[src/rtl/mem_wr_buf_if.sv]
// Bus bundle for the memory write buffer: request handshake, memory write port,
// forwarding lookup and occupancy status.
interface mem_wr_buf_if #(
    parameter int DW    = 16,
    parameter int AW    = 3,
    parameter int DEPTH = 4
);
    localparam int CW = $clog2(DEPTH) + 1;

    // A request transfers on a rising edge where in_valid && in_ready; in_ready
    // depends only on registered occupancy and rst, never on in_valid.
    logic          in_valid;
    logic          in_ready;
    logic [AW-1:0] in_addr;
    logic [DW-1:0] in_data;
    logic          drain_en;
    logic          w_en;
    logic [AW-1:0] w_addr;
    logic [DW-1:0] w_data;
    logic [AW-1:0] l_addr;
    logic          l_hit;
    logic [DW-1:0] l_data;
    logic [CW-1:0] count;
    logic          empty;
    logic          full;

    modport master (
        output in_valid, in_addr, in_data, drain_en, l_addr,
        input  in_ready, w_en, w_addr, w_data, l_hit, l_data, count, empty, full
    );

    modport slave (
        input  in_valid, in_addr, in_data, drain_en, l_addr,
        output in_ready, w_en, w_addr, w_data, l_hit, l_data, count, empty, full
    );
endinterface

[src/rtl/mem_wr_buf.sv]
// In-order write buffer in front of a small register-file memory, retiring one
// entry per cycle and forwarding the youngest pending write on lookup.
module mem_wr_buf #(
    parameter int DW    = 16,
    parameter int AW    = 3,
    parameter int DEPTH = 4
) (
    input  logic        clk,
    input  logic        rst,
    mem_wr_buf_if.slave bus
);
    localparam int PW = $clog2(DEPTH);
    localparam int CW = PW + 1;

    logic [AW-1:0]    r_addr [DEPTH];
    logic [DW-1:0]    r_data [DEPTH];
    logic [DEPTH-1:0] r_valid;
    logic [PW-1:0]    r_rd_ptr;
    logic [PW-1:0]    r_wr_ptr;
    logic [CW-1:0]    r_count;

    logic          w_full;
    logic          w_empty;
    logic          w_push;
    logic          w_pop;
    logic [PW-1:0] w_head;
    logic [PW-1:0] w_idx;
    logic          w_hit;
    logic [DW-1:0] w_hit_data;

    assign w_full  = (r_count == CW'(DEPTH));
    assign w_empty = (r_count == '0);
    assign w_push  = bus.in_valid && !w_full && !rst;
    assign w_pop   = !w_empty && bus.drain_en && !rst;

    // When empty, the slot just behind rd_ptr still holds the last retired entry
    // (all zero straight after reset), so the write port keeps showing it.
    assign w_head = w_empty ? (r_rd_ptr - PW'(1)) : r_rd_ptr;

    // Walk oldest to youngest so the last match found is the youngest one.
    always_comb begin
        w_hit      = 1'b0;
        w_hit_data = '0;
        w_idx      = r_rd_ptr;
        for (int i = 0; i < DEPTH; i++) begin
            w_idx = r_rd_ptr + PW'(i);
            if (r_valid[w_idx] && (r_addr[w_idx] == bus.l_addr)) begin
                w_hit      = 1'b1;
                w_hit_data = r_data[w_idx];
            end
        end
    end

    always_ff @(posedge clk) begin
        if (rst) begin
            r_rd_ptr <= '0;
            r_wr_ptr <= '0;
            r_count  <= '0;
            r_valid  <= '0;
            for (int i = 0; i < DEPTH; i++) begin
                r_addr[i] <= '0;
                r_data[i] <= '0;
            end
        end else begin
            if (w_push) begin
                r_addr[r_wr_ptr]  <= bus.in_addr;
                r_data[r_wr_ptr]  <= bus.in_data;
                r_valid[r_wr_ptr] <= 1'b1;
                r_wr_ptr          <= r_wr_ptr + PW'(1);
            end
            if (w_pop) begin
                r_valid[r_rd_ptr] <= 1'b0;
                r_rd_ptr          <= r_rd_ptr + PW'(1);
            end
            case ({w_push, w_pop})
                2'b10:   r_count <= r_count + CW'(1);
                2'b01:   r_count <= r_count - CW'(1);
                default: r_count <= r_count;
            endcase
        end
    end

    assign bus.in_ready = !w_full && !rst;
    assign bus.w_en     = w_pop;
    assign bus.w_addr   = r_addr[w_head];
    assign bus.w_data   = r_data[w_head];
    assign bus.l_hit    = w_hit && !rst;
    assign bus.l_data   = rst ? '0 : w_hit_data;
    assign bus.count    = r_count;
    assign bus.empty    = w_empty;
    assign bus.full     = w_full;
endmodule

[src/flat_wrapper.sv]
// flat-port wrapper written by rule: the top's interface ports become plain ports
module mem_wr_buf_flat 
#(
    parameter int DW    = 16,
    parameter int AW    = 3,
    parameter int DEPTH = 4
)
  (clk, rst, bus_in_valid, bus_in_addr, bus_in_data, bus_drain_en, bus_l_addr, bus_in_ready, bus_w_en, bus_w_addr, bus_w_data, bus_l_hit, bus_l_data, bus_count, bus_empty, bus_full);
  mem_wr_buf_if #(.DW(DW), .AW(AW), .DEPTH(DEPTH)) bus_i ();
  input  logic clk;
  input  logic rst;
  input wire logic [$bits(bus_i.in_valid)-1:0] bus_in_valid;
  input wire logic [$bits(bus_i.in_addr)-1:0] bus_in_addr;
  input wire logic [$bits(bus_i.in_data)-1:0] bus_in_data;
  input wire logic [$bits(bus_i.drain_en)-1:0] bus_drain_en;
  input wire logic [$bits(bus_i.l_addr)-1:0] bus_l_addr;
  output wire logic [$bits(bus_i.in_ready)-1:0] bus_in_ready;
  output wire logic [$bits(bus_i.w_en)-1:0] bus_w_en;
  output wire logic [$bits(bus_i.w_addr)-1:0] bus_w_addr;
  output wire logic [$bits(bus_i.w_data)-1:0] bus_w_data;
  output wire logic [$bits(bus_i.l_hit)-1:0] bus_l_hit;
  output wire logic [$bits(bus_i.l_data)-1:0] bus_l_data;
  output wire logic [$bits(bus_i.count)-1:0] bus_count;
  output wire logic [$bits(bus_i.empty)-1:0] bus_empty;
  output wire logic [$bits(bus_i.full)-1:0] bus_full;
  assign bus_i.in_valid = bus_in_valid;
  assign bus_i.in_addr = bus_in_addr;
  assign bus_i.in_data = bus_in_data;
  assign bus_i.drain_en = bus_drain_en;
  assign bus_i.l_addr = bus_l_addr;
  assign bus_in_ready = bus_i.in_ready;
  assign bus_w_en = bus_i.w_en;
  assign bus_w_addr = bus_i.w_addr;
  assign bus_w_data = bus_i.w_data;
  assign bus_l_hit = bus_i.l_hit;
  assign bus_l_data = bus_i.l_data;
  assign bus_count = bus_i.count;
  assign bus_empty = bus_i.empty;
  assign bus_full = bus_i.full;
  mem_wr_buf #(.DW(DW), .AW(AW), .DEPTH(DEPTH)) u_core (.clk(clk), .rst(rst), .bus(bus_i));
endmodule
[config.mk]
export PLATFORM = sky130hd
export DESIGN_NAME = mem_wr_buf_flat
export DESIGN_NICKNAME = d
export VERILOG_FILES = /design/src/rtl/mem_wr_buf_if.sv /design/src/rtl/mem_wr_buf.sv /design/src/flat_wrapper.sv
export SDC_FILE = /design/constraint.sdc
export NUM_CORES = 1
export LEC_CHECK = 0
export ABC_AREA = 0
export BUFFER_PORTS_ARGS = -buffer_cell sky130_fd_sc_hd__buf_2
export CAP_MARGIN = 20
export CORE_UTILIZATION = 60
export DETAILED_ROUTE_END_ITERATION = 10
export GPL_ROUTABILITY_DRIVEN = 0
export MAX_ROUTING_LAYER = met4
export PLACE_DENSITY = 0.81
export REMOVE_ABC_BUFFERS = 1
export SLEW_MARGIN = 20
export SYNTH_ARGS = -nofsm -noshare
export SYNTH_HDL_FRONTEND = slang
export SYNTH_SLANG_ARGS = --single-unit
[constraint.sdc]
create_clock -name clk -period 4 [get_ports clk]
set_input_delay 0.4 -clock clk [delete_from_list [all_inputs] [get_ports clk]]
set_output_delay 0.4 -clock clk [all_outputs]
set_load 0.03 [all_outputs]
==> results of run 1 <==
==> logic make-up after synthesis <==
group / synth area share
compound gates: 0.0593
xor+xnor: 0.0344
fa+ha+maj: 0.0196
buf+inv: 0.0440
flops: 0.375
mux: 0.323
simple gates: 0.145
==> layout make-up <==
class / count / area, um2
Inverter: 11 / 41.3
Multi-Input combinational cell: 338 / 3960
Clock buffer: 14 / 275
Timing Repair Buffer: 88 / 490
Clock inverter: 2 / 10.0
Tap cell: 140 / 175
Sequential cell: 89 / 2550
Fill cell: 742 / 3430
==> through the flow <==
step | cells | power [W] | hold WS [ps]
after floorplan | 438 | 0.00217 | 469
after global placement | 666 | 0.00248 | 487
after detailed placement | 666 | 0.00252 | 519
after CTS | 682 | 0.00331 | 360
after global routing | 682 | 0.00343 | 363
final | 682 | 0.00330 | 364
==> sequential cells by signal, indices dropped and copies added (netlist names), named ones only <==
signal	flops
u_core.r_wr_ptr	2
u_core.r_data	64
u_core.r_valid	4
u_core.r_addr	12
u_core.bus.count	3
u_core.r_rd_ptr	2
==> worst max-delay path by stage <==
stage	start	depth (start not counted)	end	slack, ps
floorplan	u_core.r_rd_ptr[0]	8	bus_l_data[11]	-2990
global placement	u_core.r_rd_ptr[0]	9	bus_l_data[2]	620
detailed placement	u_core.r_rd_ptr[0]	9	bus_l_data[2]	590
CTS	u_core.r_rd_ptr[0]	9	bus_l_data[2]	210
global route	u_core.r_rd_ptr[1]	12	bus_l_data[14]	70
finish	u_core.r_rd_ptr[0]	9	bus_l_data[2]	180
==> layer usage <==
layer  part of all wire  global-route usage  vias to the layer above
met1               0.36               0.396                     2376
met3              0.089              0.0488                       48
met4              0.030               0.130                        0
met2               0.52               0.494                      285
met5                  0                   -                        -
li1                   -                   -                     2010
==> worst max-delay path: stages, from the launching register on <==
cell and delay [ps]:
dfxtp_4 340, buf_4 360, mux4_2 570, xnor2_1 140, o2111ai_1 190, nand2b_1 580, buf_4 270, nor2_1 60
nor4_2 300, buf_2 260
==> Yosys cell counts (all sizes together), types with 6 or more instances <==
library cell	number
a221oi	12
xor2	12
nor2	38
nor4	12
ha	9
o21ai	6
a21oi	7
edfxtp	76
and2	77
inv	11
dfxtp	13
mux2i	8
nand2b	7
xnor2	12
buf	22
nand2	7
clkbuf	22
mux4	93
==> report_power, final <==
group / switching (W) / internal (W) / total, W
combinational: 0.000740 / 0.000594 / 0.00133
sequential: 0.0000863 / 0.00108 / 0.00117
clock: 0.000324 / 0.000474 / 0.000798
==> cells in the final DEF (no fill, tap or decap), types with 3 or more instances in the layout <==
cell type | netlist | routed
nor4_2 | 10 | 10
dfxtp_1 | 13 | 12
mux4_2 | 93 | 93
clkbuf_16 | 0 | 10
or2_1 | 3 | 3
o21ai_1 | 4 | 4
ha_1 | 9 | 8
mux2i_1 | 8 | 8
nor3_2 | 0 | 3
a21oi_1 | 7 | 7
nand2b_1 | 7 | 7
clkbuf_1 | 22 | 3
a211oi_1 | 4 | 4
xnor2_1 | 9 | 9
and2b_1 | 4 | 4
buf_2 | 9 | 68
nand2_1 | 5 | 5
edfxtp_1 | 76 | 76
xor2_1 | 12 | 12
nor2_1 | 37 | 37
buf_4 | 7 | 20
nor2b_1 | 3 | 3
a221oi_2 | 10 | 10
and2_1 | 77 | 77
a2bb2oi_1 | 4 | 4
inv_1 | 9 | 9
==> run metrics, run 1 <==
status finished, final reports clean; die width 108 um; Min Clock Period, post-route 3820 ps; Mean Syn Cell Area 14.1 um2; top-area cell type share of the netlist area 0.337; largest net degree at the start of global routing 41; layout overhead on the synthesized area 10.7%; die height 108 um; Setup Slack @ Placement 588 ps; drt pass-1 iters 5; ys flop type edfxtp_1; mapped cell area 0.00677 mm2; CTS Buf Count 9; # rows 38; Min-Delay Startpoint bus_in_data[1]; Hold Violations, Final 0; Worst Hold Path EP u_core.r_data[1][1]; final worst-path cycle share 0.956; initial detailed-routing violation count 454; flop2flop setup slack 730 ps; DR vias 4719; Synth cell types 49; number of I/O pins 69; Worst R2R Start u_core.bus.count[0]; postcts setup bufs 0; Critical Path RT 3600 ps; Overflow after GRT 0; sequential element share of the synthesized area 0.375; Layout Nets 573; cts hold-fix bufs 0; Hold Path Class primary input to flop; initial antenna violation count 0; setup TNS 0 ps; H-Tree Depth 3; Post-synth ARST share 0; post-route ant nets 0; Residual DRC 0; Pleak 2.69 nW; EDFF count, synth 76; die area 0.0117 mm2; Final Skew 5.80 ps; Max VDD drop 291 uV; Post-DP HPWL 10500 um; worst reg2reg path endpoint u_core.r_addr[1][2]; WP data arrival 3420 ps; Initial Util 0.619; CP Launch Type flop; CTS sink cnt 89; root buffer cell clkbuf_16; Port Buffers 68; GRT Util Overall 0.308; critical-path maximum fanout 26; number of global-route vias before repair 4600; Max clock buf depth 2; Area contributors post-synth edfxtp_1 34%, mux4_2 31%, and2_1 7.1%, dfxtp_1 3.8%, a221oi_2 2.2%; first-pass GRT wire length 25400 um; CTS resizes 0; fmax 262 MHz; pwr dens 440 mW/mm2; DP Area 0.00722 mm2; Final Instance Area 0.00750 mm2; final setup fails 0; kind of critical path flop to output port; CP endpoint kind output port; Synth Warn # 0; slew of the pin with the lowest slew margin 866 ps; MaxCap Viol Count 0; Reg2Reg Depth 10; Core Area 0.0109 mm2; Seq cells post-synth 89; RSZ-0062 raised after global routing false; Mapped Cells 482; WL final 16200 um; Vias/cell 6.92; Finished Core Util 0.686; area leader, netlist edfxtp_1; CTS tree done; routed wire length per instance 23.8 um; ANT cells 0; Slew HR 0.423; clock latency on the worst-skew pair 340 ps; worst hold stages 2; fraction of layout cells with a size suffix above 1 0.434; Worst-path clk slew 60 ps; worst setup margin 176 ps; Final Max Slew Viols 0
(Power assumes the default switching activity.)
==> run 2: changes to the inputs <==
Settings changed: CTS_BUF_LIST from default to sky130_fd_sc_hd__clkbuf_8 sky130_fd_sc_hd__clkbuf_16.
==> run 2 against run 1 <==
Critical path depth stayed put. Critical endpoint is now bus_l_data[3]. Clock-buffer cell count shrank 3. First-iteration DRC count grew 3.7%. Critical path type unchanged. Combinational power hardly changed. Core utilization is the same. Via count down 0.34%. Largest power group unchanged. Maximum frequency rose by 0.51%.
==> run metrics, run 2 (synthesis results as in run 1) <==
CTS Buf Count 9; die area 0.0117 mm2; Final Power 0.00330 W; critical path cell sequence buf_4 > mux4_2 > xnor2_1 > o2111ai_1 > nand2b_1 > buf_4 > nor2_1 > nor4_2 > buf_2; Worst-path clk slew 60 ps; WP data arrival 3400 ps; Post-DP HPWL 10500 um; Min Clock Period, post-route 3800 ps; Buf/Inv on CP 3; setup TNS 0 ps; pwr dens 440 mW/mm2; CTS resizes 0; max reg flops 64; post-route ant nets 0; Port Buffers 68; die height 108 um; commonest non-fill, non-tap cell in the layout mux4_2; initial detailed-routing violation count 471; CP max stage cell mux4_2; CTS sink cnt 89; Top delay family on crit path simple AND/OR/NAND/NOR gates; Most Frequent Cell on Critical Path buf_4; # rows 38; layout overhead on the synthesized area 10.7%; CP Launch Type flop; Residual DRC 0; Slew HR 0.427; slew of the pin with the lowest slew margin 860 ps; final setup fails 0; clock latency on the worst-skew pair 340 ps; root buffer cell clkbuf_16; Layout Nets 573; GRT Util Overall 0.308; worst reg2reg path endpoint u_core.r_addr[1][2]; CP endpoint kind output port; Initial Util 0.619; largest registers u_core.r_data: 64 flops, u_core.r_addr: 12 flops, u_core.r_valid: 4 flops; Overflow after GRT 0; Final Skew 5.64 ps; die width 108 um; fmax 263 MHz; Core Area 0.0109 mm2; postcts setup bufs 0; Worst R2R Start u_core.bus.count[0]; highest-count cells in the layout ignoring fill and taps 93 x mux4_2, 77 x and2_1, 76 x edfxtp_1; placed insts 666; RSZ-0062 raised after global routing false; Final Max Slew Viols 0; cts hold-fix bufs 0; WL final 16200 um; Pleak 2.70 nW; Reg2Reg Depth 10; initial antenna violation count 0; Max VDD drop 292 uV; Hold Violations, Final 0; number of I/O pins 69; DR vias 4703; drt pass-1 iters 5; final worst-path cycle share 0.951; Vias/cell 6.90; Worst path max stage delay 580 ps; ANT cells 0; Min-Delay Startpoint bus_in_data[1]; H-Tree Depth 3; worst hold stages 2; Max clock buf depth 2; routed wire length per instance 23.8 um; number of global-route vias before repair 4597; largest net degree at the start of global routing 41; Biggest register u_core.r_data; fraction of layout cells with a size suffix above 1 0.434; critical-path maximum fanout 26; CTS tree done; first-pass GRT wire length 25300 um; Hold Path Class primary input to flop; status finished, final reports clean; Non-Filler Instances 682; MaxCap Viol Count 0; flop2flop setup slack 680 ps; kind of critical path flop to output port; Worst Hold Path EP u_core.r_data[3][1]; Critical Path RT 3600 ps
run 2: area by class of cell:
type / instances / area [um2]
Inverter: 11 / 41.3
Clock buffer: 11 / 264
Clock inverter: 5 / 21.3
Timing Repair Buffer: 88 / 490
Fill cell: 742 / 3430
Sequential cell: 89 / 2550
Multi-Input combinational cell: 338 / 3960
Tap cell: 140 / 175
run 2: worst reg2reg max path, stage by stage, from the launching register on:
cell and delay (ps):
dfxtp_1 400, inv_1 100, and3_1 180, nor2b_1 530
nor2b_1 210, buf_4 300, inv_2 120, nor3_2 130
buf_4 300, or2_1 390, buf_4 350
run 2: per-layer routing:
layer | global-route usage | vias up | part of all wire
met5 | - | - | 0
met4 | 0.130 | 0 | 0.029
met3 | 0.0488 | 44 | 0.093
met2 | 0.494 | 278 | 0.52
met1 | 0.395 | 2372 | 0.36
li1 | - | 2009 | -
run 2: worst max-delay path by stage:
stage / from / end / slack (ps) / cells past startpoint
after floorplan: u_core.r_rd_ptr[0] / bus_l_data[11] / -2990 / 8
after global placement: u_core.r_rd_ptr[0] / bus_l_data[2] / 620 / 9
after detailed placement: u_core.r_rd_ptr[0] / bus_l_data[2] / 590 / 9
after CTS: u_core.r_rd_ptr[0] / bus_l_data[2] / 210 / 9
after global routing: u_core.r_rd_ptr[1] / bus_l_data[14] / 70 / 12
final: u_core.r_rd_ptr[0] / bus_l_data[3] / 200 / 9
run 2: power by group:
group          switching, W  internal [W]  total [W]
Clock              0.000328      0.000466   0.000794
Combinational      0.000742      0.000594    0.00134
Sequential        0.0000862       0.00108    0.00117
Total               0.00116       0.00214    0.00330
run 2: metrics by stage:
stage | setup WS, ps | instance area [um2] | util | hold WS (ps)
CTS | 207 | 7500 | 0.686 | 360
global placement | 619 | 7220 | 0.660 | 487
global route | 67.4 | 7500 | 0.686 | 362
detailed placement | 588 | 7220 | 0.660 | 519
finish | 195 | 7500 | 0.686 | 362
floorplan | -2990 | 6520 | - | 469
==> run 3: changes to the inputs <==
Clock period 4 ns to 3.55 ns, I/O delays scaled along.
==> run 3 against run 2 <==
Sequential share of layout area decreased by 0.58 points. First-iteration DRC count decreased by 5.9%. Sequential power increased by 13%. Highest routed layer unchanged. Non-clock buffer count increased by 6. Global-route usage decreased by 0.063 points. Largest cell class unchanged. Register-to-register slack improved by 340 ps.
==> run metrics, run 3 (synthesis results as in run 1) <==
status finished, final reports clean; switch share 0.337; drt pass-1 iters 5; worst setup margin 108 ps; Worst R2R Start u_core.bus.count[0]; Max VDD drop 323 uV; CP endpoint kind output port; Vias/cell 6.83; worst reg2reg path endpoint u_core.bus.count[2]; Pint 0.00256 W; initial detailed-routing violation count 443; kind of critical path flop to output port; final worst-path cycle share 0.970; WP data arrival 3090 ps; Clock power frac 0.261; Hold Violations, Final 0; critical-path maximum fanout 10; Worst-path clk slew 60 ps; layout overhead on the synthesized area 12.7%; Overflow after GRT 0; cts hold-fix bufs 0; fraction of layout cells with a size suffix above 1 0.442; Max clock buf depth 2; Biggest register u_core.r_data; Slew HR 0.509; clock latency on the worst-skew pair 340 ps; Hold Path Class primary input to flop; Setup Slack @ Placement 256 ps; Final Skew 5.15 ps; number of global-route vias before repair 4711; GRT Util Overall 0.308; Setup crit end bus_l_data[8]; CTS Buf Count 9; max reg flops 64; P_sw 0.00130 W; Critical Path Source u_core.r_rd_ptr[1]; RSZ-0062 raised after global routing false; Critical Path RT 3190 ps; Gate power share 0.398; Post-DP HPWL 10800 um; DR vias 4699; highest-count cells in the layout ignoring fill and taps 93 x mux4_2, 77 x and2_1, 76 x edfxtp_1; first-pass GRT wire length 25300 um; die width 108 um; post-route ant nets 0; Port Buffers 68; initial antenna violation count 0; area of the multi-input gates 0.00398 mm2; H-Tree Depth 3; die height 108 um; Min-Delay Startpoint bus_in_data[12]; Residual DRC 0; root buffer cell clkbuf_16; final setup fails 0; CTS sink cnt 89; pwr dens 505 mW/mm2; commonest non-fill, non-tap cell in the layout mux4_2; fmax 291 MHz; Min Clock Period, post-route 3440 ps; number of fill cells in the layout 733; largest registers u_core.r_data: 64 flops, u_core.r_addr: 12 flops, u_core.r_valid: 4 flops; largest net degree at the start of global routing 41; flop2flop setup slack 1020 ps; Initial Util 0.619; Reg2Reg Depth 9; CP Launch Type flop; register area 0.00255 mm2; Final Max Slew Viols 0; Final Instance Area 0.00763 mm2; WL final 16400 um; die area 0.0117 mm2; routed wire length per instance 23.8 um; DP Area 0.00727 mm2; slew of the pin with the lowest slew margin 737 ps; ANT cells 0; Layout Nets 579; Pleak 2.75 nW; MaxCap Viol Count 0; CTS tree done; sequential power share 0.341; # rows 38; postcts setup bufs 0; number of I/O pins 69; Core Area 0.0109 mm2
## run 3: cell count changes in the layout (fill, tap and decap cells not counted), moves of 2 or more
cell | previous run | this run
buf_2 | 68 | 66
buf_4 | 20 | 24
buf_8 | 0 | 2
bufinv_16 | 0 | 2
clkinv_2 | 2 | 0
## run 3: repair_timing
action                     in CTS  in global routing
pin swaps                       0                  1
gates resized for setup         3                  6
setup endpoints to repair      12                  9
## run 3: worst min path at each step
stage | depth (start not counted) | end
2_1_floorplan | 1 | u_core.bus.count[2]
3_3_place_gp | 2 | u_core.bus.count[2]
3_5_place_dp | 2 | u_core.bus.count[2]
4_1_cts | 2 | u_core.r_data[3][10]
5_1_grt | 2 | u_core.r_data[0][10]
6_report | 2 | u_core.r_data[0][12]
## run 3: final cells by class
type,count,share of cell area
Tap cell,140,0.0229
Inverter,11,0.00541
Clock inverter,5,0.00934
Clock buffer,11,0.0331
Multi-Input combinational cell,338,0.521
Timing Repair Buffer,94,0.0744
Sequential cell,89,0.334
## run 3: through the flow
stage	power [W]	hold slack, ps	TNS (ps)	std cells	utilization
CTS	0.00386	312	0	688	0.696
global route	0.00400	325	0	688	0.698
detailed placement	0.00285	542	0	672	0.665
finish	0.00386	318	0	688	0.698
floorplan	0.00244	424	-99440	438	-
global placement	0.00281	494	0	672	0.665
## run 3: power by group through the flow
stage	Sequential, W	Combinational, W	Clock [W]
6_report	0.00132	0.00153	0.00101
5_1_grt	0.00133	0.00162	0.00105
4_1_cts	0.00131	0.00153	0.00102
3_5_place_dp	0.00133	0.00152	0
3_3_place_gp	0.00132	0.00149	0
2_1_floorplan	0.00136	0.00108	0
## run 3: critical path, cell delays in order, from the launching register on
cell,delay [ps]
dfxtp_1,330
inv_1,90
ha_4,380
mux4_2,530
xnor2_1,210
nand2_2,140
nor2_8,210
buf_8,200
a221oi_2,80
nor4_2,320
buf_2,260
## run 3: per-layer routing
metal	GRT usage	wire length, um	part of all wire
met5	-	0	0
met4	0.154	497	0.030
met3	0.0458	1240	0.076
met2	0.500	8580	0.52
met1	0.379	6040	0.37
